### src/rtl/arrow_scheduler.sv
// arrow_scheduler: fetches note entries from a chart source, spawns falling
// arrows into a small pool of sprite slots and judges player steps.
//
// Ports:
//   clk, reset       - system clock, synchronous active-high reset
//   enable           - run/freeze; when low everything holds and pulses are 0
//   frame_tick       - one-cycle pulse per video frame; moves arrows by SPEED
//   chart_req/ack    - entry handshake, chart_lane/delay/end carry the entry
//   step[3:0]        - one-cycle step pulse per lane (0 L, 1 D, 2 U, 3 R)
//   slot_valid/lane/y- per-slot sprite state for the renderer (packed)
//   hit_pulse        - at least one hit judged this cycle (registered)
//   miss_pulse       - at least one arrow fell past the window (registered)
//   score            - saturating hit counter
//   stall            - a spawn is waiting for a free slot
//   done             - chart finished and every slot empty
//   dbg_state        - current FSM state encoding, for checkers
//
// Handshake: chart_req is the ready-for-entry request, chart_ack marks the
// entry as valid. An entry is transferred on a rising edge where
// chart_req && chart_ack && enable; chart_req drops on that same edge, so
// the source sees it low in the following cycle. chart_req never depends
// combinationally on chart_ack.
module arrow_scheduler #(
  parameter int NUM_SLOTS = 4,
  parameter int Y_W       = 10,
  parameter int SPAWN_Y   = 479,
  parameter int TARGET_Y  = 200,
  parameter int HIT_WIN   = 16,
  parameter int SPEED     = 2
) (
  input  logic                     clk,
  input  logic                     reset,
  input  logic                     enable,
  input  logic                     frame_tick,
  output logic                     chart_req,
  input  logic                     chart_ack,
  input  logic [1:0]               chart_lane,
  input  logic [7:0]               chart_delay,
  input  logic                     chart_end,
  input  logic [3:0]               step,
  output logic [NUM_SLOTS-1:0]     slot_valid,
  output logic [2*NUM_SLOTS-1:0]   slot_lane,
  output logic [Y_W*NUM_SLOTS-1:0] slot_y,
  output logic                     hit_pulse,
  output logic                     miss_pulse,
  output logic [15:0]              score,
  output logic                     stall,
  output logic                     done,
  output logic [2:0]               dbg_state
);

  typedef enum logic [2:0] {
    S_IDLE  = 3'd0,
    S_FETCH = 3'd1,
    S_WAIT  = 3'd2,
    S_SPAWN = 3'd3,
    S_DRAIN = 3'd4,
    S_DONE  = 3'd5
  } state_t;

  localparam logic [Y_W-1:0] WIN_LO  = Y_W'(TARGET_Y - HIT_WIN);
  localparam logic [Y_W-1:0] WIN_HI  = Y_W'(TARGET_Y + HIT_WIN);
  localparam logic [Y_W-1:0] SPD     = Y_W'(SPEED);
  localparam logic [Y_W-1:0] SPAWN_V = Y_W'(SPAWN_Y);

  state_t         state;
  logic [7:0]     delay_cnt;
  logic [1:0]     lane_lat;
  logic [Y_W-1:0] y_q    [NUM_SLOTS];
  logic [1:0]     lane_q [NUM_SLOTS];

  logic [NUM_SLOTS-1:0] hit_mask;
  logic [NUM_SLOTS-1:0] miss_mask;
  logic [NUM_SLOTS-1:0] spawn_mask;
  logic [Y_W-1:0]       moved_y [NUM_SLOTS];
  logic                 free_found;
  logic                 lane_found;
  logic                 judge;
  logic [2:0]           hit_cnt;
  logic [16:0]          score_sum;
  logic [15:0]          score_next;

  assign dbg_state = state;

  for (genvar g = 0; g < NUM_SLOTS; g++) begin : g_pack
    assign slot_lane[2*g +: 2]   = lane_q[g];
    assign slot_y[Y_W*g +: Y_W]  = y_q[g];
  end

  always_comb begin
    hit_mask   = '0;
    miss_mask  = '0;
    spawn_mask = '0;
    free_found = 1'b0;
    lane_found = 1'b0;
    hit_cnt    = '0;
    judge      = enable && (state != S_IDLE);

    // One hit per lane: the lowest-index live slot of that lane whose
    // pre-move Y sits inside the window.
    for (int l = 0; l < 4; l++) begin
      lane_found = 1'b0;
      for (int s = 0; s < NUM_SLOTS; s++) begin
        if (judge && step[l] && !lane_found && slot_valid[s] &&
            (lane_q[s] == 2'(l)) && (y_q[s] >= WIN_LO) && (y_q[s] <= WIN_HI)) begin
          hit_mask[s] = 1'b1;
          lane_found  = 1'b1;
        end
      end
      hit_cnt = hit_cnt + 3'(lane_found);
    end

    // A hit slot is never moved, so it can never also miss. No underflow:
    // a live Y is always >= WIN_LO and WIN_LO > SPEED.
    for (int s = 0; s < NUM_SLOTS; s++) begin
      moved_y[s]   = y_q[s] - SPD;
      miss_mask[s] = enable && frame_tick && slot_valid[s] && !hit_mask[s] &&
                     (moved_y[s] < WIN_LO);
    end

    // Free means free before this edge; slots released now are usable next cycle.
    for (int s = 0; s < NUM_SLOTS; s++) begin
      if (!slot_valid[s] && !free_found) begin
        spawn_mask[s] = 1'b1;
        free_found    = 1'b1;
      end
    end

    score_sum  = {1'b0, score} + 17'(hit_cnt);
    score_next = score_sum[16] ? 16'hFFFF : score_sum[15:0];
  end

  always_ff @(posedge clk) begin
    if (reset) begin
      state      <= S_IDLE;
      delay_cnt  <= '0;
      lane_lat   <= '0;
      chart_req  <= 1'b0;
      slot_valid <= '0;
      hit_pulse  <= 1'b0;
      miss_pulse <= 1'b0;
      score      <= '0;
      stall      <= 1'b0;
      done       <= 1'b0;
      for (int s = 0; s < NUM_SLOTS; s++) begin
        y_q[s]    <= '0;
        lane_q[s] <= '0;
      end
    end else if (enable) begin
      hit_pulse  <= |hit_mask;
      miss_pulse <= |miss_mask;
      score      <= score_next;
      stall      <= (state == S_SPAWN) && !free_found;

      for (int s = 0; s < NUM_SLOTS; s++) begin
        if (hit_mask[s] || miss_mask[s]) begin
          slot_valid[s] <= 1'b0;
          y_q[s]        <= '0;
          lane_q[s]     <= '0;
        end else if (frame_tick && slot_valid[s]) begin
          y_q[s] <= moved_y[s];
        end else if ((state == S_SPAWN) && spawn_mask[s]) begin
          slot_valid[s] <= 1'b1;
          y_q[s]        <= SPAWN_V;
          lane_q[s]     <= lane_lat;
        end
      end

      case (state)
        S_IDLE: begin
          state     <= S_FETCH;
          chart_req <= 1'b1;
        end
        S_FETCH: begin
          if (chart_req && chart_ack) begin
            chart_req <= 1'b0;
            if (chart_end) begin
              state <= S_DRAIN;
            end else begin
              lane_lat  <= chart_lane;
              delay_cnt <= chart_delay;
              state     <= S_WAIT;
            end
          end
        end
        S_WAIT: begin
          // Zero check comes first, so a zero delay costs exactly one cycle.
          if (delay_cnt == 8'd0) begin
            state <= S_SPAWN;
          end else if (frame_tick) begin
            delay_cnt <= delay_cnt - 8'd1;
          end
        end
        S_SPAWN: begin
          if (free_found) begin
            state     <= S_FETCH;
            chart_req <= 1'b1;
          end
        end
        S_DRAIN: begin
          if (slot_valid == '0) begin
            state <= S_DONE;
            done  <= 1'b1;
          end
        end
        S_DONE: begin
          done      <= 1'b1;
          chart_req <= 1'b0;
        end
        default: state <= S_IDLE;
      endcase
    end else begin
      hit_pulse  <= 1'b0;
      miss_pulse <= 1'b0;
    end
  end

endmodule

### config.mk
export PLATFORM = sky130hd
export DESIGN_NAME = arrow_scheduler
export DESIGN_NICKNAME = d
export VERILOG_FILES = /design/src/rtl/arrow_scheduler.sv
export SDC_FILE = /design/constraint.sdc
export NUM_CORES = 1
export LEC_CHECK = 0
export ABC_CLOCK_PERIOD_IN_PS = 12100
export BUFFER_PORTS_ARGS = -buffer_cell sky130_fd_sc_hd__buf_4
export CAP_MARGIN = 30
export CELL_PAD_IN_SITES_DETAIL_PLACEMENT = 1
export CELL_PAD_IN_SITES_GLOBAL_PLACEMENT = 1
export CORE_MARGIN = 2
export CORE_UTILIZATION = 40
export CTS_CLUSTER_DIAMETER = 60
export DETAILED_ROUTE_END_ITERATION = 6
export PLACE_DENSITY = 0.77
export RECOVER_POWER = 100
export SETUP_SLACK_MARGIN = 0.15
export SYNTH_ARGS = -nofsm -noshare
export SYNTH_HDL_FRONTEND = slang
export SYNTH_SLANG_ARGS = --single-unit
### constraint.sdc
create_clock -name clk -period 12.1 [get_ports clk]
set_clock_uncertainty 0.05 [all_clocks]
set_input_delay 0.605 -clock clk [delete_from_list [all_inputs] [get_ports clk]]
set_output_delay 0.605 -clock clk [all_outputs]
set_load 0.005 [all_outputs]
# --- Yosys cells after proc, flatten, opt, wreduce, memory -nomap -nowiden ---
# Memories as Yosys holds them, arrays and structs flattened.
# Index checks and enable logic that the tools add are counted.
totals:
  mem_bits_rw: 48
  memories: 2
  elab_cells: 396
  reg_bits: 38
mem_list:
  columns: ["memory", "depth", "word_bits", "read_ports", "rd_ports_with_merged_regs", "write_ports", "line", "rtl"]
  rows:
  - ["y_q", 4, 10, 4, 0, 4, "69", "logic [Y_W-1:0] y_q [NUM_SLOTS];"]
  - ["lane_q", 4, 2, 4, 0, 4, "70", "logic [1:0] lane_q [NUM_SLOTS];"]
op_classes:
  order_cmp: 12
  n_addsub: 9
  reduce_logical: 160
  bitwise: 23
  muxes: 149
  eq_ne: 28
ops:
  columns: ["op", "count"]
  rows:
  - ["10-bit two-way mux", 12]
  - ["1-bit two-way mux", 115]
  - ["1-bit logical AND", 107]
  - ["10-bit by 8-bit >= comparator with 1-bit output (second input constant)", 4]
  - ["10-bit by 8-bit <= comparator with 1-bit output (second input constant)", 4]
  - ["10-bit by 8-bit < comparator with 1-bit output (second input constant)", 4]
  - ["10-bit by 2-bit subtractor with 10-bit output (second input constant)", 4]
  - ["8-bit two-way mux", 4]
  - ["1-bit logical NOT", 22]
  - ["2-bit != test (second input constant)", 11]
  - ["1-bit bitwise OR", 20]
  - ["3-bit one-hot mux with 6 select lines", 1]
  - ["16-bit by 3-bit adder with 17-bit output", 1]
  - ["2-bit equality test (second input constant)", 8]
  - ["16-bit two-way mux", 1]
  - ["2-bit two-way mux", 8]
  - ["8-bit one-hot mux with 2 select lines", 1]
  - ["3-bit two-way mux", 5]
  - ["3-bit AND reduction", 5]
  - ["6-bit AND reduction", 2]
  - ["2-bit nonzero test", 6]
  - ["2-bit by 1-bit equality test with 1-bit output (second input constant)", 4]
  - ["2-bit logical NOT", 4]
  - ["8-bit logical NOT", 1]
  - ["18 further kinds", 27]

# --- Logic depth before layout (Yosys ltp) ---
# Gate-level depths: netlist (run 1).
depth:
  depth_word: 43
  depth_mapped: 17
  depth_no_buf: 17

# --- Worst setup path before layout (run 1) ---
# OpenSTA, ideal clock, no wires.
synth_timing:
  path_kind: "reg2reg"
  startpoint: "memory y_q[0][5]"
  endpoint: "register score[5]"
  t_arrival_ns: 4.046
  required_ns: 11.979
  setup_slack_ns: 7.933
  path_stages_with_launch: 17
  path_buffers: 1
  synth_period_minus_slack_ns: 4.167
  path_cell_list: "edfxtp_1 and2b_2 nand4b_4 a2111oi_2 a31o_2 nand2_1 and3_1 fa_1 fa_1 inv_1 fa_1 nand3_1 nor2_1 nand2_1 or3_1 clkbuf_1 a21oi_1"
synth_rtl:
  columns: ["item", "line", "rtl"]
  rows:
  - ["start: declaration", "69", null]
  - ["end signal: assignment", "152", "score <= score_next;"]
  - ["end: declaration", "46", "output logic [15:0] score,"]

# --- Final worst setup path (run 1) ---
layout_timing:
  startpoint: "input port enable"
  endpoint: "register score[2]"
layout_via:
  elab_chain_len: 33
layout_lines:
  columns: ["item", "line", "rtl"]
  rows:
  - ["start: declaration", "33", "input logic enable,"]
  - ["1-bit logical AND", "97", "judge = enable && (state != S_IDLE);"]
  - ["1-bit logical AND (3 in series)", "104", "if (judge && step[l] && !lane_found && slot_valid[s] &&"]
  - ["1-bit logical AND (2 in series)", "105", "(lane_q[s] == 2'(l)) && (y_q[s] >= WIN_LO) && (y_q[s] <= WIN_HI)) begin"]
  - ["1-bit two-way mux", "104", null]
  - ["1-bit logical NOT", "104", null]
  - ["1-bit logical AND (3 in series)", "104", null]
  - ["1-bit logical AND (2 in series)", "105", null]
  - ["1-bit two-way mux", "104", null]
  - ["[... 8 more ...]", null, null]
  - ["1-bit logical AND (3 in series)", "104", null]
  - ["1-bit logical AND (2 in series)", "105", null]
  - ["1-bit two-way mux", "104", null]
  - ["1-bit by 1-bit adder with 2-bit output", "110", "hit_cnt = hit_cnt + 3'(lane_found);"]
  - ["2-bit by 1-bit adder with 3-bit output", "110", null]
  - ["3-bit by 1-bit adder with 3-bit output", "110", null]
  - ["16-bit by 3-bit adder with 17-bit output", "129", "score_sum = {1'b0, score} + 17'(hit_cnt);"]
  - ["16-bit two-way mux", "130", "score_next = score_sum[16] ? 16'hFFFF : score_sum[15:0];"]
# Several ways; a longest one is shown, not always the timed one.
# A chain may end at the register's enable or synchronous reset.

==> summary.md, run 1 <==
| Metric | Value |
|---|---|
| Synthesized instance count | `649` |
| Final number of setup-violating endpoints | `0` |
| Post-CTS Setup Inserts | `0` |
| Total Wirelength | `16.6 mm` |
| CTS clk-pin slew, worst paths | `0.06 ns` |
| Main flop type after synthesis | `edfxtp_1` |
| Yosys reg bits | `86` |
| IO Count | `96` |
| Htree depth | `3` |
| Max Clk Rate | `0.190 GHz` |
| Critical Path, Cell by Cell | `clkbuf_1, o311a_1, inv_1, a2111oi_0, nor3b_1, fa_1, fa_1, inv_1, fa_1, nand3_1, nor2_1, nand2_1, or3_1, a21oi_1` |
| Static Leak | `2.49 nW` |
| Yosys top cell area share | `0.254` |
| Hold WS | `0.412 ns` |
| Initial Util | `0.409` |
| Synth top area cells | `edfxtp_1, dfxtp_1, nor2_1` |
| Ant. Diodes | `0` |
| CP Capture Type | `register` |
| Core ar. | `13900 um2` |
| Multi-input combinational cell area | `3140 um2` |
| Worst Hold Class | `reg2reg` |
| Yosys warns | `0` |
| Initial DRC count | `344` |
| First-pass GRT wire length | `27.1 mm` |
| Synth Area in XOR/XNOR | `0.0540` |
| Least-Margin Pin Slew | `1.32 ns` |
| Slew headroom | `0.120` |
| Synthesized area | `5680 um2` |
| Post-Synth Simple-Gate Area | `0.254` |
| Commonest non-fill, non-tap cell in the layout | `nor2_1` |
| CP max stage delay | `0.94 ns` |
| Overflow after GRT | `0` |
| Share of cells above drive strength 1 | `0.161` |
| Seq. cell area | `2200 um2` |
| Remaining antenna violation count after routing | `0` |
| Hold Buf Count CTS | `0` |
| Layout area overhead | `17.3%` |
| Nets | `754` |
| Largest net degree at the start of global routing | `47` |
| Final Critical Period | `5.28 ns` |
| CP Launch Type | `input port` |
| Area leader, netlist | `edfxtp_1` |
| Gpl congestion | `0.885` |
| Post-synthesis mux area share | `0.00529` |
| Commonest non-fill, non-tap cells in the layout | `nor2_1, clkbuf_4, nand2_1, o21ai_0, edfxtp_1` |
| PwrDens | `106 nW/um2` |
| Post-synthesis compound-gate area fraction | `0.214` |
| DRT Pass-1 Iters | `4` |
| Post-Layout Inst Area | `6660 um2` |
| Total of max-cap violations | `0` |
| Clock sinks | `86` |
| Slowest CP cell | `clkbuf_1` |
| Post-DR wirelength/cell | `18.4 um` |
| Final slew viol count | `0` |
| Clk buf depth | `2` |
| GR Util All Layers | `0.228` |
| Clk_lat worst skew | `0.35 ns` |
| DR vias/cell | `5.80` |
| Number of global-route vias before repair | `5332` |
| Synth async-reset ratio | `0` |
| Filler cell count | `1662` |
| Cell row count | `43` |
| Placed cell area | `6470 um2` |
| Largest family of logic cells by synthesized area | `simple AND/OR/NAND/NOR gates` |
| Synthesized area per cell | `8.75 um2` |
| Final period utilization | `0.436` |
| Setup_tns | `0 ns` |
| TritonCTS Buffers | `9` |
| Cell mode on critical path | `fa_1` |
| Port Buffer Count | `95` |
| DR DRC count | `0` |
| Mapped Nets | `683` |
| TritonCTS clock tree | `built` |
| RSZ-0062 raised after global routing | `false` |
| Worst Path Buf+Inv | `3` |
| Synth cell types | `82` |
| Hold Fails Final Rpt | `0` |
| Root buf cell | `clkbuf_16` |
| Initial antenna violation count | `0` |
| EDFF count, synth | `48` |
| Worst EP arrival | `5.50 ns` |
| Crit Path Category | `in2reg` |
| Maximum fanout along the worst path | `29` |
| DP HPWL | `12.3 mm` |
| Sequential element share of the synthesized area | `0.388` |
| Vias | `5248` |
| VDD IR max | `60.8 uV` |
| CP top delay family | `simple AND/OR/NAND/NOR gates` |
| Hold path depth | `2` |
| WP depth | `14` |
| DIE HEIGHT | `123 um` |
| Synth Area in Adders | `0.0348` |
| Data required, critical path | `12.33 ns` |
| Worst r2r path cells | `14` |
| Status | `completed` |
| Die area | `15200 um2` |
| Die width | `123 um` |
| # resized after CTS | `0` |
## worst register-to-register path: stages, from the launching register on
cell	delay [ns]
edfxtp_1	0.53
and4b_1	0.27
a21oi_1	0.39
a2111oi_2	0.19
a21o_1	0.23
nor3b_1	0.32
fa_1	0.51
fa_1	0.43
inv_1	0.10
fa_1	0.22
nand3_1	0.14
nor2_1	0.26
nand2_1	0.13
or3_1	0.60
a21oi_1	0.20
## kinds of logic after synthesis
logic type,count (synthesis)
adder cells (fa/ha/maj),14
multiplexers,3
AO/OA/AOI/OAI,177
flip-flops,86
XOR/XNOR,35
AND/OR/NAND/NOR,264
buffers and inverters,70
## per-stage QoR
stage	utilization	total power, mW	instances	worst slack, ns
detailed placement	0.466	0.431	889	7.39
floorplan	-	0.394	649	7.93
finish	0.480	0.708	905	6.82
global route	0.480	0.738	905	6.49
global placement	0.466	0.428	889	7.60
CTS	0.488	0.718	905	7.46
## registers in the layout, summed over array words and instances, names as in the netlist
| register | count |
|---|---|
| stall | 1 |
| delay_cnt | 8 |
| chart_req | 1 |
| dbg_state | 3 |
| lane_q | 8 |
| lane_lat | 2 |
| miss_pulse | 1 |
| done | 1 |
| y_q | 40 |
| score | 16 |
| slot_valid | 4 |
| hit_pulse | 1 |
## where the power goes
| group | switching, mW | total, mW | internal [mW] |
|---|---|---|---|
| clock | 0.122 | 0.286 | 0.164 |
| sequential | 0.0193 | 0.337 | 0.318 |
| combinational | 0.0497 | 0.0849 | 0.0352 |
## synth_stat cells (all sizes together) (9+ instances only)
| cell | number |
|---|---|
| dfxtp | 38 |
| o21ai | 52 |
| inv | 35 |
| a21oi | 48 |
| nand4 | 10 |
| a2111oi | 10 |
| nand2 | 55 |
| nor3 | 25 |
| xor2 | 13 |
| or3 | 9 |
| nand3 | 23 |
| xnor2 | 22 |
| nor2 | 65 |
| and3 | 11 |
| nand2b | 10 |
| ha | 11 |
| buf | 10 |
| edfxtp | 48 |
| clkbuf | 25 |
## routing by layer
metal | wire length, um | track usage | up-vias | part of all wire
met3 | 818 | 0.0415 | 18 | 0.049
met5 | 0 | 0 | - | 0
met4 | 284 | 0.0795 | 0 | 0.017
met2 | 8190 | 0.387 | 120 | 0.49
met1 | 7330 | 0.290 | 2583 | 0.44
li1 | - | - | 2527 | -
## worst paths after layout
check,end,slack [ns],from
setup / recovery,score[2]$_SDFFE_PP0P_,6.82,enable
hold / removal,lane_lat[1]$_SDFFE_PP0P_,0.41,lane_lat[1]$_SDFFE_PP0P_
setup reg to reg,score[2]$_SDFFE_PP0P_,7.46,y_q[1][3]$_SDFFCE_PN0N_
hold reg to reg,lane_lat[1]$_SDFFE_PP0P_,0.41,lane_lat[1]$_SDFFE_PP0P_
## cell type report
cell class / instances / share of cell area
clock buffer: 12 / 0.0419
clock inverter: 4 / 0.00376
inverter: 35 / 0.0197
multi-input combinational: 493 / 0.472
sequential: 86 / 0.331
tap: 180 / 0.0338
timing repair buffer: 95 / 0.0986
No activity file was read; power rests on OpenSTA's default activity.
==> run 2: changes to the inputs <==
--- a/config.mk
+++ b/config.mk
@@ -5,16 +5,16 @@
 export SDC_FILE = /design/constraint.sdc
 export NUM_CORES = 1
 export LEC_CHECK = 0
-export ABC_CLOCK_PERIOD_IN_PS = 12100
+export ABC_CLOCK_PERIOD_IN_PS = 4750
 export BUFFER_PORTS_ARGS = -buffer_cell sky130_fd_sc_hd__buf_4
 export CAP_MARGIN = 30
 export CELL_PAD_IN_SITES_DETAIL_PLACEMENT = 1
 export CELL_PAD_IN_SITES_GLOBAL_PLACEMENT = 1
 export CORE_MARGIN = 2
-export CORE_UTILIZATION = 40
+export CORE_UTILIZATION = 39
 export CTS_CLUSTER_DIAMETER = 60
 export DETAILED_ROUTE_END_ITERATION = 6
-export PLACE_DENSITY = 0.77
+export PLACE_DENSITY = 0.78
 export RECOVER_POWER = 100
 export SETUP_SLACK_MARGIN = 0.15
 export SYNTH_ARGS = -nofsm -noshare
==> constraint.sdc (replaced) <==
create_clock -name clk -period 4.75 [get_ports clk]
set_clock_uncertainty 0.05 [all_clocks]
set_input_delay 0.2375 -clock clk [delete_from_list [all_inputs] [get_ports clk]]
set_output_delay 0.2375 -clock clk [all_outputs]
set_load 0.005 [all_outputs]
==> run 2 against run 1 <==
- via count grew 3.2%
- utilization down 0.69 points
- setup slack got worse by 6.4 ns
- register-to-register slack worse by 7.1 ns
- critical path type is now reg2reg
- routed wire length rose by 3.8%
- die area grew 2.5%
- highest routed layer unchanged
- critical path depth rose by 2
- combinational power grew to 2.8 times the previous value
- largest cell class unchanged
- cell area up 2.0%
- sequential share of layout area decreased by 0.66 points
- clock power increased by 140%
- global-route usage shrank 1.3 points
==> summary.md, run 2 (synthesized netlist as in run 1, its figures left out) <==
| Metric | Value |
|---|---|
| Status | `completed (unchanged)` |
| Worst setup margin | `0.393 ns (was 6.82 ns)` |
| Filler cell count | `1707 (was 1662)` |
| Slew headroom | `0.340 (was 0.120)` |
| Die area | `15600 um2 (was 15200 um2)` |
| Pwr Total | `1.76 mW (was 0.708 mW)` |
| Cell mode on critical path | `fa_1 (unchanged)` |
| CP Launch Type | `register (was input port)` |
| Clk_lat worst skew | `0.35 ns (about the same)` |
| DR vias/cell | `5.86 (was 5.80)` |
| First-pass GRT wire length | `27.3 mm (was 27.1 mm)` |
| Vias | `5414 (was 5248)` |
| VDD IR max | `138 uV (was 60.8 uV)` |
| Core ar. | `14400 um2 (was 13900 um2)` |
| Final period utilization | `0.917` |
| Ant. Diodes | `0 (unchanged)` |
| Crit Path Category | `reg2reg (was in2reg)` |
| IO Count | `96 (unchanged)` |
| Maximum fanout along the worst path | `13 (was 29)` |
| Setup_tns | `0 ns (unchanged)` |
| Clk buf depth | `2 (unchanged)` |
| Remaining antenna violation count after routing | `0 (unchanged)` |
| DIE HEIGHT | `125 um (was 123 um)` |
| Commonest non-fill, non-tap cell in the layout | `nor2_1 (unchanged)` |
| Placed cell area | `6560 um2 (was 6470 um2)` |
| CP max stage delay | `0.49 ns (was 0.94 ns)` |
| Number of global-route vias before repair | `5361 (was 5332)` |
| Static Leak | `2.56 nW (was 2.49 nW)` |
| Layout area overhead | `19.6% (was 17.3%)` |
| Clock sinks | `86 (unchanged)` |
| Htree depth | `3 (unchanged)` |
| Max Clk Rate | `0.230 GHz` |
| CTS clk-pin slew, worst paths | `0.06 ns (about the same)` |
| Worst Hold Class | `in2reg (was reg2reg)` |
| Initial antenna violation count | `0 (unchanged)` |
| TritonCTS clock tree | `built (unchanged)` |
| Overflow after GRT | `0 (unchanged)` |
| Initial Util | `0.395 (was 0.409)` |
| Final Critical Period | `4.36 ns` |
| CP Capture Type | `register (unchanged)` |
| Least-Margin Pin Slew | `0.982 ns (was 1.32 ns)` |
| Share of cells above drive strength 1 | `0.188 (was 0.161)` |
| Post-Layout Inst Area | `6800 um2 (was 6660 um2)` |
| Cell row count | `44 (was 43)` |
| Final slew viol count | `0 (unchanged)` |
| CP top delay family | `simple AND/OR/NAND/NOR gates (unchanged)` |
| TritonCTS Buffers | `9 (unchanged)` |
| Max Used Layer | `met4 (unchanged)` |
| Metal-1 WL | `7.55 mm (was 7.33 mm)` |
| Hold WS | `0.128 ns (was 0.412 ns)` |
| Critical Path, Cell by Cell | `clkbuf_1, and4b_1, a21oi_2, a2111oi_4, a31o_2, nand2_1, and3_1, fa_1, fa_1, inv_1, fa_1, nand3_1, nor2_2, nand2_1, or3_4, a21oi_1 (was clkbuf_1, o311a_1, inv_1, a2111oi_0, nor3b_1, fa_1, fa_1, inv_1, fa_1, nand3_1, nor2_1, nand2_1, or3_1, a21oi_1)` |
| Post-DR wirelength/cell | `18.7 um (was 18.4 um)` |
| Initial DRC count | `299 (was 344)` |
| Hold Buf Count CTS | `0 (unchanged)` |
| Worst EP arrival | `4.59 ns (was 5.50 ns)` |
| Dpl ws | `0.153 ns (was 7.39 ns)` |
| RSZ-0062 raised after global routing | `false (unchanged)` |
| PwrDens | `259 nW/um2 (was 106 nW/um2)` |
| Largest Register | `y_q (unchanged)` |
| Final number of setup-violating endpoints | `0 (unchanged)` |
| Total Wirelength | `17.2 mm (was 16.6 mm)` |
| Slowest CP cell | `or3_4 (was clkbuf_1)` |
| Max reg flops | `40 (unchanged)` |
| Total of max-cap violations | `0 (unchanged)` |
| Data required, critical path | `4.98 ns (was 12.33 ns)` |
| Die width | `125 um (was 123 um)` |
| Largest net degree at the start of global routing | `47 (unchanged)` |
| Worst Path Buf+Inv | `2 (was 3)` |
| Met2 wire length | `8.40 mm (was 8.19 mm)` |
| Port Buffer Count | `95 (unchanged)` |
| DP HPWL | `12.8 mm (was 12.3 mm)` |
| DR DRC count | `0 (unchanged)` |
| DRT Pass-1 Iters | `5 (was 4)` |
| Nets | `769 (was 754)` |
| Commonest non-fill, non-tap cells in the layout | `nor2_1, clkbuf_4, nand2_1, o21ai_0, edfxtp_1 (unchanged)` |
| GR Util All Layers | `0.215 (was 0.228)` |
| Hold Fails Final Rpt | `0 (unchanged)` |
| Met3 wire len | `941 um (was 818 um)` |
| Root buf cell | `clkbuf_16 (unchanged)` |
| Largest regs | `y_q: 40 flops, score: 16 flops (unchanged)` |
| Gpl congestion | `0.892 (was 0.885)` |
[run 2: cell count changes in the layout (fill, tap and decap cells not counted), sizes merged]
| cell | change |
|---|---|
| clkbuf | -4 |
| buf | +16 |
| inv | +3 |
[run 2: per-layer routing]
layer  vias up  track usage
met5         -            0
met4         0       0.0654
met3        27       0.0447
met2       137        0.362
met1      2690        0.279
li1       2560            -
[run 2: area by class of cell]
class | count | area, um2 | area share
Clock buffer | 9 | 225 | 0.0331
Clock inverter | 7 | 45.0 | 0.00663
Inverter | 35 | 131 | 0.0193
Multi-Input combinational cell | 493 | 3200 | 0.470
Sequential cell | 86 | 2200 | 0.324
Tap cell | 184 | 230 | 0.0339
Timing Repair Buffer | 110 | 766 | 0.113
[run 2: final timing paths]
check / startpoint / end / slack, ns / depth (start not counted)
max: y_q[0][5]$_SDFFCE_PP0N_ / score[11]$_SDFFE_PP0P_ / 0.39 / 16
min: chart_end / dbg_state[2]$_SDFFE_PP0P_ / 0.13 / 3
max reg2reg: y_q[0][5]$_SDFFCE_PP0N_ / score[11]$_SDFFE_PP0P_ / 0.39 / 16
min reg2reg: done$_SDFFE_PP0P_ / done$_SDFFE_PP0P_ / 0.42 / 2
[run 2: per-stage QoR]
stage | std cells | utilization
floorplan | 649 | -
CTS | 920 | 0.475
global route | 924 | 0.473
detailed placement | 904 | 0.456
finish | 924 | 0.473
global placement | 904 | 0.456
[run 2: report_power, final]
group          internal [mW]  total [mW]  switching (mW)
sequential             0.809       0.845          0.0356
combinational         0.0966       0.240           0.144
clock                  0.356       0.676           0.320
[run 2: worst register-to-register path, stage by stage, from the launching register on]
cell       delay, ns
edfxtp_1        0.38
clkbuf_1        0.20
and4b_1         0.26
a21oi_2         0.41
a2111oi_4       0.16
a31o_2          0.27
nand2_1         0.07
and3_1          0.17
fa_1            0.44
fa_1            0.43
inv_1           0.10
fa_1            0.23
nand3_1         0.15
nor2_2          0.19
nand2_1         0.12
or3_4           0.49
a21oi_1         0.16
[run 2: what timing repair did]
action	in CTS	in global routing
resized for setup	1	12
pin swaps	0	1
setup endpoints to repair	2	14
buffers inserted	0	4
==> run 3: changes to the inputs <==
--- a/config.mk
+++ b/config.mk
@@ -5,16 +5,17 @@
 export SDC_FILE = /design/constraint.sdc
 export NUM_CORES = 1
 export LEC_CHECK = 0
+export ABC_AREA = 1
 export ABC_CLOCK_PERIOD_IN_PS = 4750
 export BUFFER_PORTS_ARGS = -buffer_cell sky130_fd_sc_hd__buf_4
 export CAP_MARGIN = 30
 export CELL_PAD_IN_SITES_DETAIL_PLACEMENT = 1
 export CELL_PAD_IN_SITES_GLOBAL_PLACEMENT = 1
 export CORE_MARGIN = 2
-export CORE_UTILIZATION = 39
+export CORE_UTILIZATION = 37
 export CTS_CLUSTER_DIAMETER = 60
 export DETAILED_ROUTE_END_ITERATION = 6
-export PLACE_DENSITY = 0.78
+export PLACE_DENSITY = 0.77
 export RECOVER_POWER = 100
 export SETUP_SLACK_MARGIN = 0.15
 export SYNTH_ARGS = -nofsm -noshare
==> run 3 against run 2 <==
- area after synthesis down 2.4%
- cell count grew 11%
- non-clock buffer count shrank 11
- routed wire length decreased by 2.5%
- critical path depth grew 8
- cell area shrank 2.4%
- register-to-register slack better by 0.13 ns
- flip-flop and latch count unchanged
- via count fell by 0.89%
- clock power grew 13%
- total power is 11% higher
- largest cell class unchanged
- highest routed layer unchanged
==> summary.md, run 3 <==
| Metric | Value |
|---|---|
| Status | `completed (unchanged)` |
| Worst r2r path cells | `24 (was 16)` |
| TritonCTS clock tree | `built (unchanged)` |
| Nets | `869 (was 769)` |
| CP top delay family | `simple AND/OR/NAND/NOR gates (unchanged)` |
| Initial Util | `0.380 (was 0.395)` |
| Dpl ws | `0.510 ns (was 0.153 ns)` |
| Maximum fanout along the worst path | `9 (was 13)` |
| Worst Hold Class | `in2reg (unchanged)` |
| Final period utilization | `0.889 (was 0.917)` |
| Final number of setup-violating endpoints | `0 (unchanged)` |
| Port Buffer Count | `95 (unchanged)` |
| Slew headroom | `0.386 (was 0.340)` |
| DIE HEIGHT | `126 um (was 125 um)` |
| Yosys reg bits | `86 (unchanged)` |
| Hold WS | `0.113 ns (was 0.128 ns)` |
| Final Critical Period | `4.22 ns (was 4.36 ns)` |
| Crit Path Category | `reg2reg (unchanged)` |
| Synthesized area | `5550 um2 (was 5680 um2)` |
| GR Util All Layers | `0.219 (was 0.215)` |
| Root buf cell | `clkbuf_16 (unchanged)` |
| Worst EP arrival | `4.48 ns (was 4.59 ns)` |
| Synthesized area per cell | `7.50 um2 (was 8.75 um2)` |
| Largest Register | `y_q (unchanged)` |
| Overflow after GRT | `0 (unchanged)` |
| First-pass GRT wire length | `28.1 mm (was 27.3 mm)` |
| Main flop type after synthesis | `edfxtp_1 (unchanged)` |
| Hold Fails Final Rpt | `0 (unchanged)` |
| # resized after CTS | `0 (was 1)` |
| Largest regs | `y_q: 40 flops, score: 16 flops (unchanged)` |
| Placed cell area | `6440 um2 (was 6560 um2)` |
| Least-Margin Pin Slew | `0.911 ns (was 0.982 ns)` |
| Die area | `16000 um2 (was 15600 um2)` |
| VDD IR max | `189 uV (was 138 uV)` |
| Layout area overhead | `19.6% (about the same)` |
| Initial DRC count | `215 (was 299)` |
| Vias | `5366 (was 5414)` |
| Core ar. | `14600 um2 (was 14400 um2)` |
| Final core utilization | `0.455 (was 0.473)` |
| Slowest CP cell | `fa_1 (was or3_4)` |
| Reg2reg start | `y_q[1][1]$_SDFFCE_PN0N_ (was y_q[0][5]$_SDFFCE_PP0N_)` |
| Yosys warns | `0 (unchanged)` |
| IO Count | `96 (unchanged)` |
| Worst Path Buf+Inv | `5 (was 2)` |
| CP Capture Type | `register (unchanged)` |
| Commonest non-fill, non-tap cells in the layout | `nand2_1, inv_1, nor2_1, clkbuf_4, nand3_1 (was nor2_1, clkbuf_4, nand2_1, o21ai_0, edfxtp_1)` |
| EDFF count, synth | `48 (unchanged)` |
| Synth top area cells | `edfxtp_1, dfxtp_1, nand2_1 (was edfxtp_1, dfxtp_1, nor2_1)` |
| Static Leak | `2.99 nW (was 2.56 nW)` |
| PwrDens | `296 nW/um2 (was 259 nW/um2)` |
| Die width | `126 um (was 125 um)` |
| Filler cell count | `1860 (was 1707)` |
| CP Launch Type | `register (unchanged)` |
| Synth cell types | `43 (was 82)` |
| Commonest non-fill, non-tap cell in the layout | `nand2_1 (was nor2_1)` |
| Cell mode on critical path | `nand2_1 (was fa_1)` |
| Cells after DPL | `1008 (was 904)` |
| DR DRC count | `0 (unchanged)` |
| Final slew viol count | `0 (unchanged)` |
| Clk_lat worst skew | `0.36 ns (was 0.35 ns)` |
| Max Clk Rate | `0.237 GHz (was 0.230 GHz)` |
| Setup_tns | `0 ns (unchanged)` |
| Largest net degree at the start of global routing | `23 (was 47)` |
| Pwr Total | `1.96 mW (was 1.76 mW)` |
| Start point of the critical path | `y_q[1][1]$_SDFFCE_PN0N_ (was y_q[0][5]$_SDFFCE_PP0N_)` |
| Remaining antenna violation count after routing | `0 (unchanged)` |
| Htree depth | `3 (unchanged)` |
| Finished Layout Cells | `1024 (was 924)` |
| Synth cell count leaders | `nand2_1, inv_1, nor2_1 (was nor2_1, nand2_1, edfxtp_1)` |
| WP depth | `24 (was 16)` |
| Hold path depth | `3 (unchanged)` |
| Max reg flops | `40 (unchanged)` |
| Post-DR wirelength/cell | `16.4 um (was 18.7 um)` |
| RSZ-0062 raised after global routing | `false (unchanged)` |
| DRT Pass-1 Iters | `4 (was 5)` |
| Most frequent cell after synthesis | `nand2_1 (was nor2_1)` |
| DP HPWL | `13.3 mm (was 12.8 mm)` |
| Total Wirelength | `16.8 mm (was 17.2 mm)` |
| Ant. Diodes | `0 (unchanged)` |
| Clock sinks | `86 (unchanged)` |
| Synthesized instance count | `740 (was 649)` |
| Data required, critical path | `5.00 ns (was 4.98 ns)` |
| CTS clk-pin slew, worst paths | `0.06 ns (about the same)` |
| Cell row count | `44 (unchanged)` |
| Hold Buf Count CTS | `0 (unchanged)` |
| CP max stage delay | `0.51 ns (was 0.49 ns)` |
| Worst setup margin | `0.525 ns (was 0.393 ns)` |
| Total of max-cap violations | `0 (unchanged)` |
| Share of cells above drive strength 1 | `0.156 (was 0.188)` |
| Synth async-reset ratio | `0 (unchanged)` |
| Post-Layout Inst Area | `6630 um2 (was 6800 um2)` |
| Hold_sp | `chart_delay[0] (was chart_end)` |
| Mapped Nets | `774 (was 683)` |
| Initial antenna violation count | `0 (unchanged)` |
| R2r setup slk | `0.53 ns (was 0.39 ns)` |
| Clk buf depth | `2 (unchanged)` |
| Number of global-route vias before repair | `5769 (was 5361)` |
| Sequential element share of the synthesized area | `0.397 (was 0.388)` |
| Worst r2r dst | `score[0]$_SDFFE_PP0P_ (was score[11]$_SDFFE_PP0P_)` |
| Setup crit end | `score[0]$_SDFFE_PP0P_ (was score[11]$_SDFFE_PP0P_)` |
| Gpl congestion | `0.949 (was 0.892)` |
| Yosys top cell area share | `0.260 (was 0.254)` |
| DR vias/cell | `5.24 (was 5.86)` |
| TritonCTS Buffers | `9 (unchanged)` |
| Post-CTS Setup Inserts | `0 (unchanged)` |
| Critical Path, Cell by Cell | `inv_1, ha_1, inv_1, nor2_1, nand2_1, nand2_1, nand2_1, nand2_1, nand3_1, nand2_1, nor3b_1, fa_1, fa_1, inv_1, fa_1, nand3_1, nor2_1, nand4_1, nor2_1, nand4_1, buf_4, o21ai_0, o21ai_0, inv_1 (was clkbuf_1, and4b_1, a21oi_2, a2111oi_4, a31o_2, nand2_1, and3_1, fa_1, fa_1, inv_1, fa_1, nand3_1, nor2_2, nand2_1, or3_4, a21oi_1)` |
| Area leader, netlist | `edfxtp_1 (unchanged)` |
[run 3: how the worst min path moves through the flow]
stage | end | slack (ns)
after global placement | delay_cnt[5]$_SDFFE_PP0P_ | 0.42
after CTS | delay_cnt[0]$_SDFFE_PP0P_ | 0.11
after floorplan | delay_cnt[0]$_SDFFE_PP0P_ | 0.35
after global routing | delay_cnt[0]$_SDFFE_PP0P_ | 0.14
final | delay_cnt[0]$_SDFFE_PP0P_ | 0.11
after detailed placement | delay_cnt[5]$_SDFFE_PP0P_ | 0.43
[run 3: power breakdown]
part | internal [mW] | switching (mW)
clock | 0.455 | 0.307
combinational | 0.121 | 0.216
sequential | 0.823 | 0.0410
[run 3: worst reg2reg max path: cells and delay by family (launching register included)]
| family | cells | cell delay, ns |
|---|---|---|
| AOI/OAI and AO/OA | 2 | 0.17 |
| adders and majority gates | 4 | 1.41 |
| buffers and inverters | 5 | 0.52 |
| DFF | 1 | 0.37 |
| and+or+nand+nor | 13 | 1.65 |
[run 3: cell type report]
type / count / area, um2 / share of cell area
multi-input combinational: 521 / 2730 / 0.411
sequential: 86 / 2200 / 0.332
timing repair buffer: 99 / 709 / 0.107
inverter: 118 / 443 / 0.0668
clock buffer: 12 / 268 / 0.0404
tap: 184 / 230 / 0.0347
clock inverter: 4 / 52.6 / 0.00792
[run 3: cells by family (layout without fill, tap and decap cells)]
logic type      Yosys count  in the layout  synth area share
buf+inv                 133            233            0.0938
fa+ha+maj                14             14            0.0356
compound gates           99             99             0.101
flops                    86             86             0.397
simple gates            374            374             0.319
xor+xnor                 34             34            0.0537
[run 3: per-layer routing]
metal	vias up	GRT usage	part of all wire
met5	-	0	0
met1	2596	0.275	0.44
met4	0	0.108	0.032
li1	2608	-	-
met2	125	0.371	0.49
met3	37	0.0283	0.036
